### config.mk
export PLATFORM = sky130hd
export DESIGN_NAME = pipe_ctrl
export DESIGN_NICKNAME = d
export VERILOG_FILES = /design/src/rtl/core_pkg.sv /design/src/rtl/pipe_ctrl_stall_perf_cnt.sv /design/src/rtl/pipe_ctrl.sv
export SDC_FILE = /design/constraint.sdc
export NUM_CORES = 1
export LEC_CHECK = 0
export ABC_CLOCK_PERIOD_IN_PS = 2900
export CAP_MARGIN = 25
export CORE_UTILIZATION = 51
export DETAILED_ROUTE_END_ITERATION = 8
export GPL_TIMING_DRIVEN = 0
export PLACE_DENSITY_LB_ADDON = 0.3
export SYNTH_ARGS = -nofsm -noshare
export SYNTH_HDL_FRONTEND = slang
export SYNTH_SLANG_ARGS = --single-unit
### constraint.sdc
create_clock -name clk -period 2.9 [get_ports clk]
set_clock_uncertainty 0.15 [all_clocks]
set_input_delay 0.58 -clock clk [delete_from_list [all_inputs] [get_ports clk]]
set_output_delay 0.58 -clock clk [all_outputs]
set_load 0.01 [all_outputs]
### src/rtl/core_pkg.sv
// Shared pipeline definitions: stage indices, stall vectors and the EX multi-cycle FSM states.
package core_pkg;

  localparam int unsigned NUM_STG = 6;

  localparam int unsigned STG_PC  = 0;
  localparam int unsigned STG_IF  = 1;
  localparam int unsigned STG_ID  = 2;
  localparam int unsigned STG_EX  = 3;
  localparam int unsigned STG_MEM = 4;
  localparam int unsigned STG_WB  = 5;

  localparam logic [NUM_STG-1:0] STALL_NONE = 6'b000000;
  localparam logic [NUM_STG-1:0] STALL_ID   = 6'b000111;
  localparam logic [NUM_STG-1:0] STALL_EX   = 6'b001111;
  localparam logic [NUM_STG-1:0] STALL_MEM  = 6'b011111;

  typedef enum logic {
    RUN     = 1'b0,
    MC_BUSY = 1'b1
  } mc_state_e;

endpackage

### src/rtl/pipe_ctrl_stall_perf_cnt.sv
// Wrapping event counter with synchronous clear; clear wins over increment.
module stall_perf_cnt #(
  parameter int unsigned W = 32
) (
  input  logic         clk,
  input  logic         rst_n,
  input  logic         clr,
  input  logic         inc,
  output logic [W-1:0] count
);

  logic [W-1:0] cnt_q;
  logic [W-1:0] cnt_d;

  always_comb begin
    cnt_d = cnt_q;
    if (clr) begin
      cnt_d = '0;
    end else if (inc) begin
      cnt_d = cnt_q + W'(1);
    end
  end

  always_ff @(posedge clk or negedge rst_n) begin
    if (!rst_n) begin
      cnt_q <= '0;
    end else begin
      cnt_q <= cnt_d;
    end
  end

  assign count = cnt_q;

endmodule

### src/rtl/pipe_ctrl.sv
// Pipeline sequencer: merges stage stall requests and flush into a hold vector,
// and sequences multi-cycle EX occupancy.
module pipe_ctrl
  import core_pkg::*;
#(
  parameter int unsigned CNT_W  = 6,
  parameter int unsigned PERF_W = 32
) (
  input  logic              clk,
  input  logic              rst_n,
  input  logic              id_stallreq,
  input  logic              mem_stallreq,
  input  logic              ex_mc_start,
  input  logic [CNT_W-1:0]  ex_mc_cycles,
  input  logic              flush_req,
  input  logic              perf_clr,
  output logic [5:0]        stall,
  output logic              flush,
  output logic              ex_mc_busy,
  output logic              ex_mc_last,
  output logic [PERF_W-1:0] stall_cycles
);

  mc_state_e          state_q, state_d;
  logic [CNT_W-1:0]   cnt_q, cnt_d;
  logic               ex_req;
  logic [NUM_STG-1:0] stall_c;
  logic               flush_c;

  // Stall merge and EX occupancy sequencing; outputs forced low while in reset.
  always_comb begin
    ex_req  = 1'b0;
    stall_c = STALL_NONE;
    flush_c = 1'b0;
    state_d = state_q;
    cnt_d   = cnt_q;

    if (state_q == RUN) begin
      ex_req = ex_mc_start && (ex_mc_cycles >= CNT_W'(2));
    end else begin
      ex_req = (cnt_q != '0);
    end

    if (rst_n) begin
      if (flush_req) begin
        flush_c = 1'b1;
      end else if (mem_stallreq) begin
        stall_c = STALL_MEM;
      end else if (ex_req) begin
        stall_c = STALL_EX;
      end else if (id_stallreq) begin
        stall_c = STALL_ID;
      end
    end

    case (state_q)
      RUN: begin
        if (ex_req) begin
          cnt_d   = ex_mc_cycles - CNT_W'(2);
          state_d = MC_BUSY;
        end
      end
      MC_BUSY: begin
        // The EX unit keeps counting even while a MEM stall holds the pipe.
        if (cnt_q != '0) begin
          cnt_d = cnt_q - CNT_W'(1);
        end else if (!stall_c[STG_EX]) begin
          state_d = RUN;
        end
      end
      default: state_d = RUN;
    endcase

    if (flush_req) begin
      state_d = RUN;
      cnt_d   = '0;
    end
  end

  always_ff @(posedge clk or negedge rst_n) begin
    if (!rst_n) begin
      state_q <= RUN;
      cnt_q   <= '0;
    end else begin
      state_q <= state_d;
      cnt_q   <= cnt_d;
    end
  end

  stall_perf_cnt #(
    .W(PERF_W)
  ) u_perf (
    .clk  (clk),
    .rst_n(rst_n),
    .clr  (perf_clr),
    .inc  (stall_c[STG_PC]),
    .count(stall_cycles)
  );

  assign stall      = stall_c;
  assign flush      = flush_c;
  assign ex_mc_busy = (state_q == MC_BUSY);
  assign ex_mc_last = (state_q == MC_BUSY) && (cnt_q == '0);

endmodule

==> results.md, run 1 <==
- Outcome: finished, violations left
- Failing checks: design-rule violations
- Worst skew pair latency: 0.30 ns
- Lkg Pwr: 0.00124 uW
- CP Max Fanout: 17
- IO Port Bufs: 52
- Post-DP Area: 3000 um^2
- Final Hold Vio Count: 0
- Maximum clock path buffer count: 2
- Largest net degree at the start of global routing: 42
- Critical path depth: 8
- Top_reg_cell synth: dfrtp_1
- Die Ht: 70.8 um
- R2R depth: 6
- Area growth syn-to-layout: 32.8%
- Max-cap violations: 0
- Routed via count: 2253
- Top delay family on crit path: buffers and inverters
- Worst-path cell chain: clkdlybuf4s15_2, or4_4, o2bb2a_4, buf_6, nand2_4, inv_2, buf_4, clkdlybuf4s15_1
- Diodes inserted: 0
- Post-synth EDFFs: 0
- CTS root buf: clkbuf_8
- Post-synthesis sequential area ratio: 40.4%
- Total CTS buffers: 5
- Pwr Density: 423 nW/um^2
- Die area: 5020 um^2
- CP endpoint kind: output port
- H-tree lvl count: 2
- Total power: 1360 uW
- Die X: 70.8 um
- Initial cell density of the core: 54.4%
- Met1 Wirelength: 2600 um
- WP data arrival: 2.10 ns
- TritonCTS clock tree: yes
- Slowest-stage cell, CP: or4_4
- CP max stage delay: 0.43 ns
- Initial DRC Count: 131
- Gpl congestion: 0.846
- Wire length per cell: 14.8 um
- Dpl cells: 376
- Peak Freq: 0.353 GHz
- Max-slew violations: 0
- CTS sink cnt: 39
- Vias in the first global route: 2114
- Highest metal used: met4
- RSZ-0062 raised after global routing: false
- Filler cell count: 343
- Endpoints failing setup: 0
- Drt via density: 5.84
- Post-Layout Cell Count: 386
- Post-synthesis cell type count: 48
- Total Wirelength: 5710 um
- FFs w/ async S/R, synth: 100%
- Min Tclk post-route: 2.83 ns
- Synthesized area: 2420 um^2
- DP HPWL: 3960 um
- Share of cells above drive strength 1: 13.8%
- Antenna Violating Nets Remaining: 0
- NumNets Final: 350
- Worst setup path class: input pin to output port
- Num rows: 24
- Worst EP required: 2.17 ns
- Fin Hold WS: 0.0204 ns
- DR pass1 iterations: 8
- Initial antenna violation count: 0
- First-pass GRT wire length: 9650 um
- DRC violations left: 4
- Synth area leader: dfrtp_1
- Core area: 4440 um^2
- CP bufs+invs: 5
- Tcrit/Tclk final: 97.6%
- Final instance area: 3210 um^2
- Mean post-synth cell area: 8.88 um^2
- Util after Layout: 72.2%
- Gr usage total: 24.4%
- Syn nets: 289
- Yosys warning count: 0
- # IOs: 54
- Type of the worst min-delay path: input pin to async pin
- Met2 WL: 2720 um
- Mapped Cells: 272
- Peak supply drop: 372 uV
- Seq cells post-synth: 39
- Yosys top cell area share: 40.4%
- GR Overflow Total: 0
- Critical path launch point type: input pin
- Area contributors post-synth: dfrtp_1 (40%), a21oi_1 (4.8%), nor2_1 (4.2%)
- Met3 Wirelength: 291 um
- Clock transition at path regs: 0.08 ns
## synthesized netlist by cell type, types with 6 or more instances
master	instances
o21ai_0	15
dfrtp_1	39
nand4_1	11
xor2_1	10
nor2_1	27
buf_4	7
nor3_1	6
or4_1	6
nand3_1	14
o31ai_1	6
inv_1	16
a21oi_1	23
or3_1	12
nand2_1	14
## final timing paths
check                             from               end  slack, ns
hold / removal                   rst_n  u_perf.count[15]       0.02
setup reg to reg            ex_mc_busy  u_perf.count[21]       0.67
setup / recovery           id_stallreq          stall[1]       0.07
min in group clk              cnt_q[1]          cnt_q[1]       0.41
hold reg to reg               cnt_q[1]          cnt_q[1]       0.41
max in group asynchronous        rst_n          cnt_q[4]       2.29
## cells in the final DEF (no fill, tap or decap), drive strengths merged, types with 6 or more instances in the layout
cell	count
clkdlybuf4s50	39
nor3	7
nand4	12
a21oi	24
clkdlybuf4s15	6
o31ai	6
inv	16
dfrtp	39
or3	12
buf	14
clkbuf	11
or4	6
xor2	10
nand2	14
nand3	15
o21ai	15
nor2	27
## sequential cells by signal (all words and copies together) (netlist names)
name and cells:
cnt_q 6, u_perf.count 32, ex_mc_busy 1
## cells by family after synthesis
group                    synth area share [%]
buffers and inverters                    6.58
AO/OA/AOI/OAI                            15.3
multiplexers                             1.24
XOR/XNOR                                 5.44
other                                   0.155
adder cells (fa/ha/maj)                  2.07
AND/OR/NAND/NOR                          28.8
flip-flops                               40.4
## worst register-to-register path, delay by kind of cell (launching register included)
family | cells | cell delay, ns
AND/OR/NAND/NOR | 4 | 1.20
flip-flops | 1 | 0.43
buffers and inverters | 1 | 0.23
AO/OA/AOI/OAI | 1 | 0.16
## repair_timing
action / in CTS / in global routing
hold buffers: 0 / 0
pin swaps: 4 / 1
buffers inserted: 3 / 0
endpoints found under the setup margin: 6 / 6
resized for setup: 36 / 9
## per-layer routing
metal / global-route usage (%) / vias up
met3: 3.70 / 10
met5: 0 / -
met4: 10.2 / 0
met2: 41.1 / 70
li1: - / 1098
met1: 31.4 / 1075
## power by group
group | total [uW] | switching [uW] | internal [uW] | leakage (uW)
logic | 300 | 163 | 137 | 0.000638
clock network | 470 | 192 | 278 | 0.0000612
registers | 586 | 21.0 | 565 | 0.000538
total | 1360 | 376 | 980 | 0.00124
## area by class of cell
class,instances,area (um^2),share of cell area (%)
Multi-Input combinational cell,202,1360,42.4
Sequential cell,39,976,30.4
Timing Repair Buffer,55,536,16.7
Buffer,14,95.1,2.96
Clock buffer,6,82.6,2.57
Tap cell,52,65.1,2.03
Inverter,16,60.1,1.87
Clock inverter,2,35.0,1.09
## metrics by stage
| step | worst slack, ns | TNS (ns) |
|---|---|---|
| 2_1_floorplan | 0.325 | 0 |
| 3_3_place_gp | -1.93 | -46.11 |
| 3_5_place_dp | -0.814 | -6.04 |
| 4_1_cts | 0.00890 | 0 |
| 5_1_grt | 0.0158 | 0 |
| 6_report | 0.0703 | 0 |
(Power assumes the default switching activity.)
==> run 2, diff against run 1 <==
SLEW_MARGIN = 30   (was default)
==> run 2 against run 1 <==
The flow still finishes with violations (design-rule violations). Global-route usage increased by 0.81 points. Final area increased by 1.2%. Final cell count increased by 1.6%. Setup slack improved by 0.00079 ns. Critical path type is now flip-flop to output port. Largest cell class unchanged.
==> results.md, run 2 (synthesized netlist as in run 1, its figures left out) <==
- IO Port Bufs: 52 (unchanged)
- Endpoints failing setup: 0 (unchanged)
- TritonCTS clock tree: yes
- Outcome: finished, violations left
- CTS root buf: clkbuf_8
- Critical path launch point type: flip-flop
- Worst EP required: 2.17 ns (about the same)
- Maximum clock path buffer count: 2 (unchanged)
- Max reg flops: 32 (unchanged)
- Worst-Margin Slew: 0.552 ns
- R2R depth: 8 (+2)
- Die X: 70.8 um (unchanged)
- Total Wirelength: 5850 um (+2.3%)
- Slew HR: 63.1%
- Pwr Density: 417 nW/um^2 (-1.3%)
- Total CTS buffers: 5 (unchanged)
- Min Tclk post-route: 2.83 ns (-0.000793 ns)
- Gr usage total: 25.2% (+0.81 points)
- Antenna Violating Nets Remaining: 0 (unchanged)
- Most frequent cells in the layout: dfrtp_1 (39), clkdlybuf4s50_1 (39), nor2_1 (26)
- Largest net degree at the start of global routing: 27 (-36%)
- DP HPWL: 4030 um (+1.9%)
- Worst setup path class: flip-flop to output port
- # IOs: 54 (unchanged)
- Area growth syn-to-layout: 34.4%
- GRT met2 Usage: 43.1% (+1.9 points)
- Initial antenna violation count: 0 (unchanged)
- CP Max Fanout: 17 (unchanged)
- NumNets Final: 356 (+1.7%)
- Vias in the first global route: 2131 (+0.80%)
- R2r startpoint: cnt_q[0]
- DR pass1 iterations: 6 (-2)
- Die area: 5020 um^2 (unchanged)
- Pre-CTS setup slack: -0.725 ns (+0.0889 ns)
- RR Endpoint: u_perf.count[25]
- Num rows: 24 (unchanged)
- Lkg Pwr: 0.00128 uW (+3.2%)
- Setup tns final: 0 ns (unchanged)
- Core area: 4440 um^2 (unchanged)
- CP endpoint kind: output port
- Drt via density: 5.81 (-0.48%)
- Post-DP Area: 3020 um^2 (+0.67%)
- First-pass GRT wire length: 10000 um (+3.6%)
- Fin Hold WS: 0.0633 ns (+0.0428 ns)
- WP data arrival: 2.10 ns (about the same)
- Type of the worst min-delay path: input pin to async pin
- Initial cell density of the core: 54.4% (unchanged)
- Wire length per cell: 14.9 um (+0.76%)
- Met1 Use GR: 32.4% (+0.95 points)
- H-tree lvl count: 2 (unchanged)
- GR Overflow Total: 0 (unchanged)
- Tcrit/Tclk final: 97.5% (about the same)
- Gpl congestion: 0.846 (unchanged)
- Final instance area: 3250 um^2 (+1.2%)
- Max-slew violations: 0 (unchanged)
- DRC violations left: 6 (+2)
- Routed via count: 2277 (+1.1%)
- Diodes inserted: 0 (unchanged)
- Peak Freq: 0.353 GHz (about the same)
- Clock transition at path regs: 0.08 ns (about the same)
- Die Ht: 70.8 um (unchanged)
- Final worst slack: 0.0711 ns (+0.000793 ns)
- CTS sink cnt: 39 (unchanged)
- Met3 global-route usage: 3.42% (-0.28 points)
- Failing checks: design-rule violations
- Max-cap violations: 0 (unchanged)
- Peak supply drop: 294 uV (-21%)
- Reg-to-reg setup timing slack: 0.66 ns (about the same)
- Initial DRC Count: 164 (+25%)
- Final Hold Vio Count: 0 (unchanged)
- GRT busiest layer: met2
- Share of cells above drive strength 1: 14.1% (+0.35 points)
- Worst skew pair latency: 0.29 ns (about the same)
## run 2: final cells by class
cell class | instances | area [um^2]
Sequential cell | 39 | 976
Clock inverter | 2 | 35.0
Multi-Input combinational cell | 202 | 1350
Clock buffer | 6 | 82.6
Timing Repair Buffer | 61 | 584
Inverter | 16 | 60.1
Fill cell | 334 | 1200
Buffer | 14 | 98.8
Tap cell | 52 | 65.1
## run 2: per-stage QoR
stage	util, %	power (uW)	std cells
finish	73.1	1350	392
detailed placement	67.9	852	377
global route	73.1	1410	392
floorplan	-	755	272
CTS	72.3	1340	390
global placement	67.5	844	376
## run 2: worst max-delay path: stages, from the launching register on
cell	delay, ns
dfrtp_1	0.39
or4_4	0.54
o2bb2a_4	0.23
buf_6	0.16
nand2_4	0.09
inv_1	0.06
buf_4	0.12
clkdlybuf4s15_1	0.22
## run 2: per-layer routing
metal	vias up	wire length [um]	part of all wire, %
met4	0	102	1.7
met2	69	2850	49
met1	1086	2570	44
met3	9	324	5.5
met5	-	0	0
li1	1113	-	-
## run 2: what timing repair did
action / CTS / global route
hold endpoints to repair: 4 / 0
endpoints found under the setup margin: 5 / 6
hold buffers: 2 / 0
gates resized for setup: 35 / 9
setup buffers: 4 / 2
pin swaps: 3 / 2
## run 2: where the power goes
| part | internal (uW) | switching [uW] | leakage (uW) |
|---|---|---|---|
| sequential | 565 | 20.1 | 0.000538 |
| clock | 278 | 191 | 0.0000612 |
| combinational | 139 | 161 | 0.000678 |
| total | 983 | 372 | 0.00128 |
## run 2: worst max path at each step
| stage | startpoint | end | depth (start not counted) |
|---|---|---|---|
| 2_1_floorplan | mem_stallreq | stall[0] | 7 |
| 3_3_place_gp | rst_n | stall[1] | 8 |
| 3_5_place_dp | mem_stallreq | stall[1] | 9 |
| 4_1_cts | flush_req | stall[1] | 8 |
| 5_1_grt | cnt_q[3] | stall[0] | 7 |
| 6_report | cnt_q[3] | stall[0] | 7 |
==> run 3, diff against run 2 <==
ABC_AREA = 1   (was default)
CORE_UTILIZATION = 53   (was 51)
SKIP_LAST_GASP = 1   (was default)
==> run 3 against run 2 <==
The flow now finishes without violations. Via count grew 40%. Non-clock buffer count shrank 4. Area after synthesis grew 24%. Core utilization shrank 4.6 points. Die area grew 19%. Sequential share of layout area shrank 4.0 points. Largest cell class unchanged.
==> results.md, run 3 <==
- NumNets Final: 551 (+55%)
- Final Hold Vio Count: 0 (unchanged)
- Critical path launch point type: input pin
- Peak supply drop: 324 uV (+9.9%)
- Post-CTS Hold Buffers: 0 (-2)
- Initial antenna violation count: 0 (unchanged)
- Vias in the first global route: 3055 (+43%)
- Drt via density: 5.26 (-9.4%)
- WP data arrival: 2.08 ns (-0.02 ns)
- Antenna Violating Nets Remaining: 0 (unchanged)
- Mapped Cells: 473 (+74%)
- Initial DRC Count: 198 (+21%)
- Yosys top cell area share: 32.5% (-7.9 points)
- Initial cell density of the core: 54.9% (+0.51 points)
- Post-synth EDFFs: 0 (unchanged)
- Outcome: finished, final reports clean
- DRC violations left: 0 (-6)
- Syn nets: 490 (+70%)
- Slew HR: 64.5% (+1.4 points)
- Total Wirelength: 8140 um (+39%)
- TritonCTS clock tree: yes
- Area contributors post-synth: dfrtp_1 (33%), nand2_1 (21%), nand3_1 (11%)
- Seq cells post-synth: 39 (unchanged)
- Die X: 77.3 um (+9.1%)
- Tcrit/Tclk final: 96.8% (-0.74 points)
- Synth cell count leaders: nand2_1 (170), nor2_1 (69), nand3_1 (66)
- Synthesized area: 3000 um^2 (+24%)
- Fin Hold WS: 0.0178 ns (-0.0455 ns)
- Most numerous cell in the Yosys netlist: nand2_1
- Top_reg_cell synth: dfrtp_1
- RSZ-0062 raised after global routing: false
- Share of cells above drive strength 1: 11.0% (-3.1 points)
- Max-cap violations: 0 (unchanged)
- Endpoints failing setup: 0 (unchanged)
- IO Port Bufs: 51 (-1.9%)
- R2R depth: 8 (unchanged)
- Final worst slack: 0.0927 ns (+0.0216 ns)
- DR pass1 iterations: 5 (-1)
- Gpl congestion: 0.928 (+9.7%)
- Peak Freq: 0.356 GHz (+0.77%)
- Area growth syn-to-layout: 24.8%
- # IOs: 54 (unchanged)
- CP endpoint: stall[2]
- Die Ht: 77.3 um (+9.1%)
- Pre-CTS setup slack: -0.433 ns (+0.292 ns)
- Num rows: 27 (+13%)
- Clock transition at path regs: 0.08 ns (about the same)
- Lkg Pwr: 0.00170 uW (+33%)
- Wire length per cell: 13.4 um (-10%)
- Util after Layout: 68.5% (-4.6 points)
- Dpl cells: 597 (+58%)
- Worst-Margin Slew: 0.533 ns (-0.0190 ns)
- CP endpoint kind: output port
- First-pass GRT wire length: 14000 um (+40%)
- CTS sink cnt: 39 (unchanged)
- Most frequent cells in the layout: nand2_1 (169), nor2_1 (69), nand3_1 (64)
- Worst setup path class: input pin to output port
- Crit path from: ex_mc_cycles[4]
- R2r startpoint: u_perf.count[0]
- Core area: 5470 um^2 (+23%)
- Maximum clock path buffer count: 2 (unchanged)
- Mean post-synth cell area: 6.35 um^2 (-29%)
- CP Max Fanout: 4 (-13)
- Yosys warning count: 0 (unchanged)
- DP HPWL: 6180 um (+53%)
- FFs w/ async S/R, synth: 100% (unchanged)
- Die area: 5970 um^2 (+19%)
- Worst skew pair latency: 0.30 ns (about the same)
- Largest net degree at the start of global routing: 26 (-3.7%)
- Synth area leader: dfrtp_1
- Min Tclk post-route: 2.81 ns (-0.0216 ns)
- Max-slew violations: 0 (unchanged)
- Post-Layout Cell Count: 607 (+55%)
- Commonest non-fill, non-tap cell in the layout: nand2_1
- H-tree lvl count: 2 (unchanged)
- CTS root buf: clkbuf_8
- Routed via count: 3193 (+40%)
- Worst EP required: 2.17 ns (about the same)
- GR Overflow Total: 0 (unchanged)
- Reg-to-reg setup timing slack: 0.89 ns (+0.23 ns)
- Gr usage total: 29.6% (+4.4 points)
- Post-synthesis cell type count: 27 (-44%)
- Max reg flops: 32 (unchanged)
- Total CTS buffers: 5 (unchanged)
- Diodes inserted: 0 (unchanged)
- Type of the worst min-delay path: input pin to async pin
- RR Endpoint: u_perf.count[16]
- Post-synthesis sequential area ratio: 32.5% (-7.9 points)
- Pwr Density: 357 nW/um^2 (-14%)
## run 3: worst min-delay path by stage
stage | from | end | slack [ns] | cells past startpoint
floorplan | rst_n | cnt_q[0] | 0.13 | 0
global placement | cnt_q[5] | cnt_q[5] | 0.40 | 2
detailed placement | rst_n | u_perf.count[28] | 0.39 | 1
CTS | rst_n | u_perf.count[24] | 0.06 | 1
global route | rst_n | u_perf.count[24] | 0.04 | 1
finish | rst_n | u_perf.count[24] | 0.02 | 1
## run 3: critical path, stage by stage
cell	delay, ns
clkdlybuf4s50_1	0.46
nor2_1	0.16
nand3_2	0.10
nand3_2	0.10
nand3_1	0.09
nand2_2	0.12
nand2_4	0.07
buf_4	0.13
dlygate4sd2_1	0.27
## run 3: power breakdown
| part | switching [uW] | internal (uW) | total [uW] |
|---|---|---|---|
| clock | 203 | 218 | 421 |
| sequential | 24.1 | 569 | 593 |
| combinational | 197 | 128 | 324 |
## run 3: layer usage
| layer | vias up | global-route usage, % | routed length, um |
|---|---|---|---|
| met1 | 1495 | 37.0 | 3620 |
| met2 | 97 | 50.4 | 3910 |
| li1 | 1585 | - | - |
| met4 | 0 | 12.6 | 171 |
| met3 | 16 | 4.29 | 437 |
| met5 | - | 0 | 0 |
## run 3: layout make-up
| class | instances | area (um^2) |
|---|---|---|
| fillers | 509 | 1730 |
| clock buffers | 8 | 100 |
| plain buffers | 17 | 111 |
| well taps | 72 | 90.1 |
| repair buffers | 54 | 537 |
| inverters | 43 | 161 |
| multi-input cells | 374 | 1770 |
| flip-flops and latches | 39 | 976 |
## run 3: stage by stage
step	area, um^2	setup TNS [ns]	total power (uW)
6_report	3750	0	1340
3_5_place_dp	3620	-1.30	924
3_3_place_gp	3600	-29.97	910
5_1_grt	3750	0	1400
4_1_cts	3730	0	1340
2_1_floorplan	3000	0	806
## run 3: cells by family (layout without fill, tap and decap cells)
| group | count (synthesis) | count (layout) | share of synthesized area (%) |
|---|---|---|---|
| AND/OR/NAND/NOR | 337 | 337 | 49.1 |
| buffers and inverters | 60 | 122 | 9.08 |
| flip-flops | 39 | 39 | 32.5 |
| AO/OA/AOI/OAI | 17 | 17 | 3.12 |
| XOR/XNOR | 15 | 15 | 4.38 |
| adder cells (fa/ha/maj) | 4 | 4 | 1.67 |
| other | 1 | 1 | 0.125 |
## run 3: timing repair
item,CTS,global route
hold endpoints to repair,0,0
pin swaps,1,1
setup endpoints to repair,4,3
resized for setup,8,2
buffers inserted,1,1
==> RTL edit 1 (config.mk and constraints of run 2) <==
Set the parameter `PERF_W` to 16 (it was 32).
--- a/src/rtl/pipe_ctrl.sv
+++ b/src/rtl/pipe_ctrl.sv
@@ -5,5 +5,5 @@
 #(
   parameter int unsigned CNT_W  = 6,
-  parameter int unsigned PERF_W = 32
+  parameter int unsigned PERF_W = 16
 ) (
   input  logic              clk,
Interface: changed (resized stall_cycles); port bits go from 54 to 38. No check against the original RTL was run, so the function may have changed too.
==> RTL edit 1 against run 2 <==
- final area fell by 37%
- sequential cell count fell by 16
- wire length fell by 32%
- total power fell by 43%
- utilization rose by 0.82 points
- synthesized area fell by 38%
- setup slack improved by 0.010 ns
- count of clock-buffer cells in the layout fell by 3
- first-iteration DRC count fell by 42%
- non-clock buffer count fell by 19
- largest cell class unchanged
==> RTL edit 1: results (changes against run 2) <==
* Worst-path clk slew at 0.13 ns (+0.05 ns)
* Share of cells above drive strength 1 at 16.9% (+2.8 points)
* Worst hold slack at 0.395 ns (+0.331 ns)
* Post-DP HPWL at 2.77 mm (-31%)
* Post-DR vias/cell at 6.10 (+5.1%)
* Leakage at 0.876 nW (-31%)
* Drt wl/cell at 15.8 µm (+6.2%)
* GR Layer Usage met1 at 37.0% (+4.6 points)
* Worst-case reg-to-reg path depth at 10 (+2)
* Maximum number of pins on one net before global-route repair at 14 (-48%)
* VDD IR max at 0.000273 V (-7.3%)
* Seq/Total Area, Yosys at 38.1% (-2.3 points)
* CTS buffer count at 3 (-2)
* DRT Pass-1 Iters at 4 (-2)
* RePlAce Congestion at 0.864 (+2.0%)
* R2r setup slk at 0.53 ns (-0.13 ns)
* Placed inst area at 1880 µm² (-38%)
* Status: completed
* GR Layer Usage met3 at 2.07% (-1.3 points)
* Vias in the first global route at 1,444 (-32%)
* I/O Buffers at 34 (-35%)
* Synth top cells by count: 23 x dfrtp_1, 17 x nor2_1, 16 x a21oi_1
* Syn_nets at 189 (-35%)
* Top post-synthesis cells by area: dfrtp_1 38%, a21oi_1 5.3%, nor2_1 4.2%
* First-pass GRT wire length at 6.53 mm (-35%)
* Clk_lat worst skew at 0.32 ns (+0.03 ns)
* Final #Nets at 237 (-33%)
* Initial drt markers at 95 (-42%)
* Fillers at 214 (-36%)
* Yosys cell types at 40 (-17%)
==> RTL edit 1: per-stage QoR <==
step / setup slack (ns) / power [W] / setup TNS, ns / instances
global placement: -1.06 / 0.000582 / -9.69 / 237
detailed placement: -0.750 / 0.000590 / -2.87 / 237
finish: 0.0811 / 0.000770 / 0 / 250
global route: 0.00587 / 0.000808 / 0 / 250
floorplan: 0.528 / 0.000508 / 0 / 172
CTS: 0.00339 / 0.000762 / 0 / 250
==> RTL edit 1: worst max-delay path by stage <==
stage | end | slack, ns | startpoint
global placement | stall[1] | -1.06 | rst_n
detailed placement | stall[2] | -0.75 | ex_mc_cycles[3]
finish | stall[3] | 0.08 | ex_mc_cycles[2]
global route | stall[3] | 0.006 | ex_mc_cycles[2]
CTS | stall[0] | 0.003 | cnt_q[0]
floorplan | stall[0] | 0.53 | ex_mc_cycles[2]
==> RTL edit 1: kinds of logic after synthesis <==
logic type	synth area share, %
other cells	0.249
mux	3.40
flops	38.1
simple gates	27.4
xor+xnor	2.32
fa+ha+maj	3.32
compound gates	17.8
buf+inv	7.38
==> RTL edit 1: routing by layer <==
metal	wire, µm	vias to the layer above
li1	-	714
met1	1750	739
met2	1940	62
met3	215	11
met4	59	0
met5	0	-
==> RTL edit 1: layout make-up <==
| class | count | share of cell area, % |
|---|---|---|
| plain buffers | 12 | 3.96 |
| inverters | 7 | 1.28 |
| well taps | 31 | 1.89 |
| clock inverters | 1 | 0.243 |
| multi-input cells | 129 | 43.5 |
| clock buffers | 3 | 1.10 |
| repair buffers | 44 | 20.0 |
| flip-flops and latches | 23 | 28.0 |
==> RTL edit 1: critical path, stage by stage <==
cell           delay, ns
dlygate4sd2_1       0.28
nor4_4              0.32
buf_4               0.18
o2bb2ai_4           0.15
nor2_2              0.11
o21a_1              0.18
dlygate4sd2_1       0.28
==> RTL edit 1: timing repair <==
item                       CTS  global route
hold endpoints to repair    13             0
buffers inserted             8             0
hold buffers                 2             0
setup endpoints to repair    5             4
pin swaps                    4             1
gates resized for setup     22             4
==> RTL edit 1: where the power goes <==
group | internal, W | total [W] | switching [W] | leakage, nW
Sequential | 0.000339 | 0.000358 | 0.0000193 | 0.315
Clock | 0.0000515 | 0.000155 | 0.000103 | 0.0177
Combinational | 0.000119 | 0.000257 | 0.000138 | 0.544
==> RTL edit 2 (settings of run 2) <==
Without the edit above. Make the reset (`rst_n`) synchronous in 2 clocked blocks.
--- a/src/rtl/pipe_ctrl_stall_perf_cnt.sv
+++ b/src/rtl/pipe_ctrl_stall_perf_cnt.sv
@@ -22,5 +22,5 @@
   end
 
-  always_ff @(posedge clk or negedge rst_n) begin
+  always_ff @(posedge clk) begin
     if (!rst_n) begin
       cnt_q <= '0;
--- a/src/rtl/pipe_ctrl.sv
+++ b/src/rtl/pipe_ctrl.sv
@@ -78,5 +78,5 @@
   end
 
-  always_ff @(posedge clk or negedge rst_n) begin
+  always_ff @(posedge clk) begin
     if (!rst_n) begin
       state_q <= RUN;
Behaviour: differs if rst_n is asserted again (counterexample within 4 cycles, from zero or initial values and one cycle with rst_n low); with rst_n held inactive, the same outputs for 10 cycles.
==> RTL edit 2 against run 2 <==
- utilization rose by 0.11 points
- final area fell by 9.2%
- setup slack got worse by 0.0030 ns
- first-iteration DRC count rose by 15%
- critical path depth fell by 3
- sequential cell count did not move
- sequential share of layout area fell by 3.5 points
- wire length fell by 1.7%
- synthesized area fell by 11%
- critical endpoint is now stall[4]
- largest cell class unchanged
- highest routed layer unchanged
Power is not compared: it rests on default switching activity, and its combinational part moved more than twofold at a synthesized area within 25%.
==> RTL edit 2: results (changes against run 2) <==
* Post-DP HPWL at 3.90 mm (-3.4%)
* YS warnings at 0 (unchanged)
* HP Class: reg -> reg
* CP max stage cell: clkdlybuf4s50_1
* Post-DR vias/cell at 5.95 (+2.5%)
* VDD IR max at 0.000255 V
* Worst slew pin tran at 0.546 ns (-0.00609 ns)
* Max incr delay on CP at 0.56 ns (+0.02 ns)
* First-pass GRT wire length at 9.63 mm (-3.7%)
* Maximum number of pins on one net before global-route repair at 19 (-30%)
* DRT Pass-1 Iters at 4 (-2)
* H-tree levels at 2 (unchanged)
* Fraction of registers with async set/reset at 0% (-100 points)
* HP Start: u_perf.count[31]
* Worst-path clk slew at 0.07 ns
* Placement Setup Slack at -0.981 ns (-0.256 ns)
* FF-to-FF Start: u_perf.count[10]
* Main synth FF type: dfxtp_1
* Arrival @ worst endpoint at 2.10 ns (about the same)
* Placed inst area at 2730 µm² (-9.4%)
* CP endpoint: stall[4]
* CTS buffer count at 5 (unchanged)
* Max reg flops at 32 (unchanged)
* Worst-case reg-to-reg path depth at 6 (-2)
* Clk_lat worst skew at 0.30 ns
* Drt wl/cell at 15.2 µm (+2.2%)
* Yosys cell types at 45 (-6.3%)
* Status: completed
* Worst R2R End: u_perf.count[29]
* Share of cells above drive strength 1 at 12.8% (-1.3 points)
* Final #Nets at 344 (-3.4%)
* Worst Setup SP: flush_req
* Overall routing resource usage at 28.8% (+3.6 points)
* Initial drt markers at 189 (+15%)
* Peak fanout along the critical path at 9 (-8)
* CTS Buffer Depth at 2 (unchanged)
* Vias in the first global route at 2,051 (-3.8%)
* Leakage at 0.980 nW
* Synth top cells by count: 39 x dfxtp_1, 29 x a21oi_1, 17 x nor2_1
* RePlAce Congestion at 0.826 (-2.4%)
* Top post-synthesis cells by area: dfxtp_1 36%, a21oi_1 6.7%, o31ai_1 4.9%
* I/O Buffers at 52 (unchanged)
* Min Tclk post-route at 2.83 ns (+0.00297 ns)
* Number of antenna diodes at 0 (unchanged)
* R2r setup slk at 0.62 ns (-0.04 ns)
* Initial antenna violation count at 0 (unchanged)
* Syn_nets at 282 (-2.4%)
* Seq/Total Area, Yosys at 36.3% (-4.1 points)
* Clk root buf: clkbuf_8
==> RTL edit 2: cell count changes after synthesis, moves of 4 or more <==
cell,run 2,this run
nor2_1,27,17
a21oi_1,23,29
o31ai_1,6,14
inv_1,16,12
or4_1,6,14
dfxtp_1,0,39
dfrtp_1,39,0
xor2_1,10,3
==> RTL edit 2: per-stage QoR <==
stage	hold slack (ns)	power, W	cells	utilization (%)
5_1_grt	0.373	0.00111	377	73.2
4_1_cts	0.336	0.00107	379	73.4
3_3_place_gp	0.317	0.000683	367	67.9
6_report	0.334	0.00108	377	73.2
2_1_floorplan	0.316	0.000633	265	-
3_5_place_dp	0.326	0.000686	367	67.9
==> RTL edit 2: worst min path at each step <==
| stage | end | slack [ns] | cells past startpoint |
|---|---|---|---|
| finish | u_perf.count[31] | 0.33 | 2 |
| global route | u_perf.count[31] | 0.37 | 2 |
| CTS | u_perf.count[31] | 0.34 | 2 |
| detailed placement | u_perf.count[31] | 0.33 | 2 |
| global placement | u_perf.count[31] | 0.32 | 2 |
| floorplan | cnt_q[5] | 0.32 | 2 |
==> RTL edit 2: cell type report <==
cell class                      count  area (µm²)
Buffer                             14        80.1
Timing Repair Buffer               58         551
Tap cell                           50        62.6
Sequential cell                    39         782
Clock inverter                      1        5.00
Multi-Input combinational cell    197        1340
Inverter                           12        47.5
Fill cell                         314        1080
Clock buffer                        6        82.6
==> RTL edit 2: per-layer routing <==
metal  track usage, %  part of all wire, %  vias up
met2             46.3                   48       78
met4             12.2                  1.6        0
met3             5.31                  6.1        8
li1                 -                    -     1098
met5                0                    0        -
met1             37.1                   44     1061
==> RTL edit 2: power breakdown <==
group	internal, W	total [W]	switching [W]
Combinational	0.0000647	0.000143	0.0000783
Sequential	0.000541	0.000548	0.00000733
Clock	0.000187	0.000386	0.000199
==> RTL edit 2: repair_timing <==
action | 4_1_cts | 5_1_grt
buffers inserted | 6 | 0
resized for setup | 33 | 0
endpoints found under the setup margin | 4 | 2
pin swaps | 5 | 0
hold buffers | 0 | 0
cloned | 0 | 0
==> RTL edit 2: kinds of logic after synthesis <==
family	synth area share, %
DFF	36.3
AOI/OAI and AO/OA	20.0
xor gates and xnor gates	3.26
adders and majority gates	2.33
other	0.174
buffers and inverters	6.40
and+or+nand+nor	29.7
muxes	1.86
==> RTL edit 2: critical path: cells and delay by family <==
family                 cells  cell delay [ns]
buffers and inverters      2             1.02
and+or+nand+nor            2             0.50
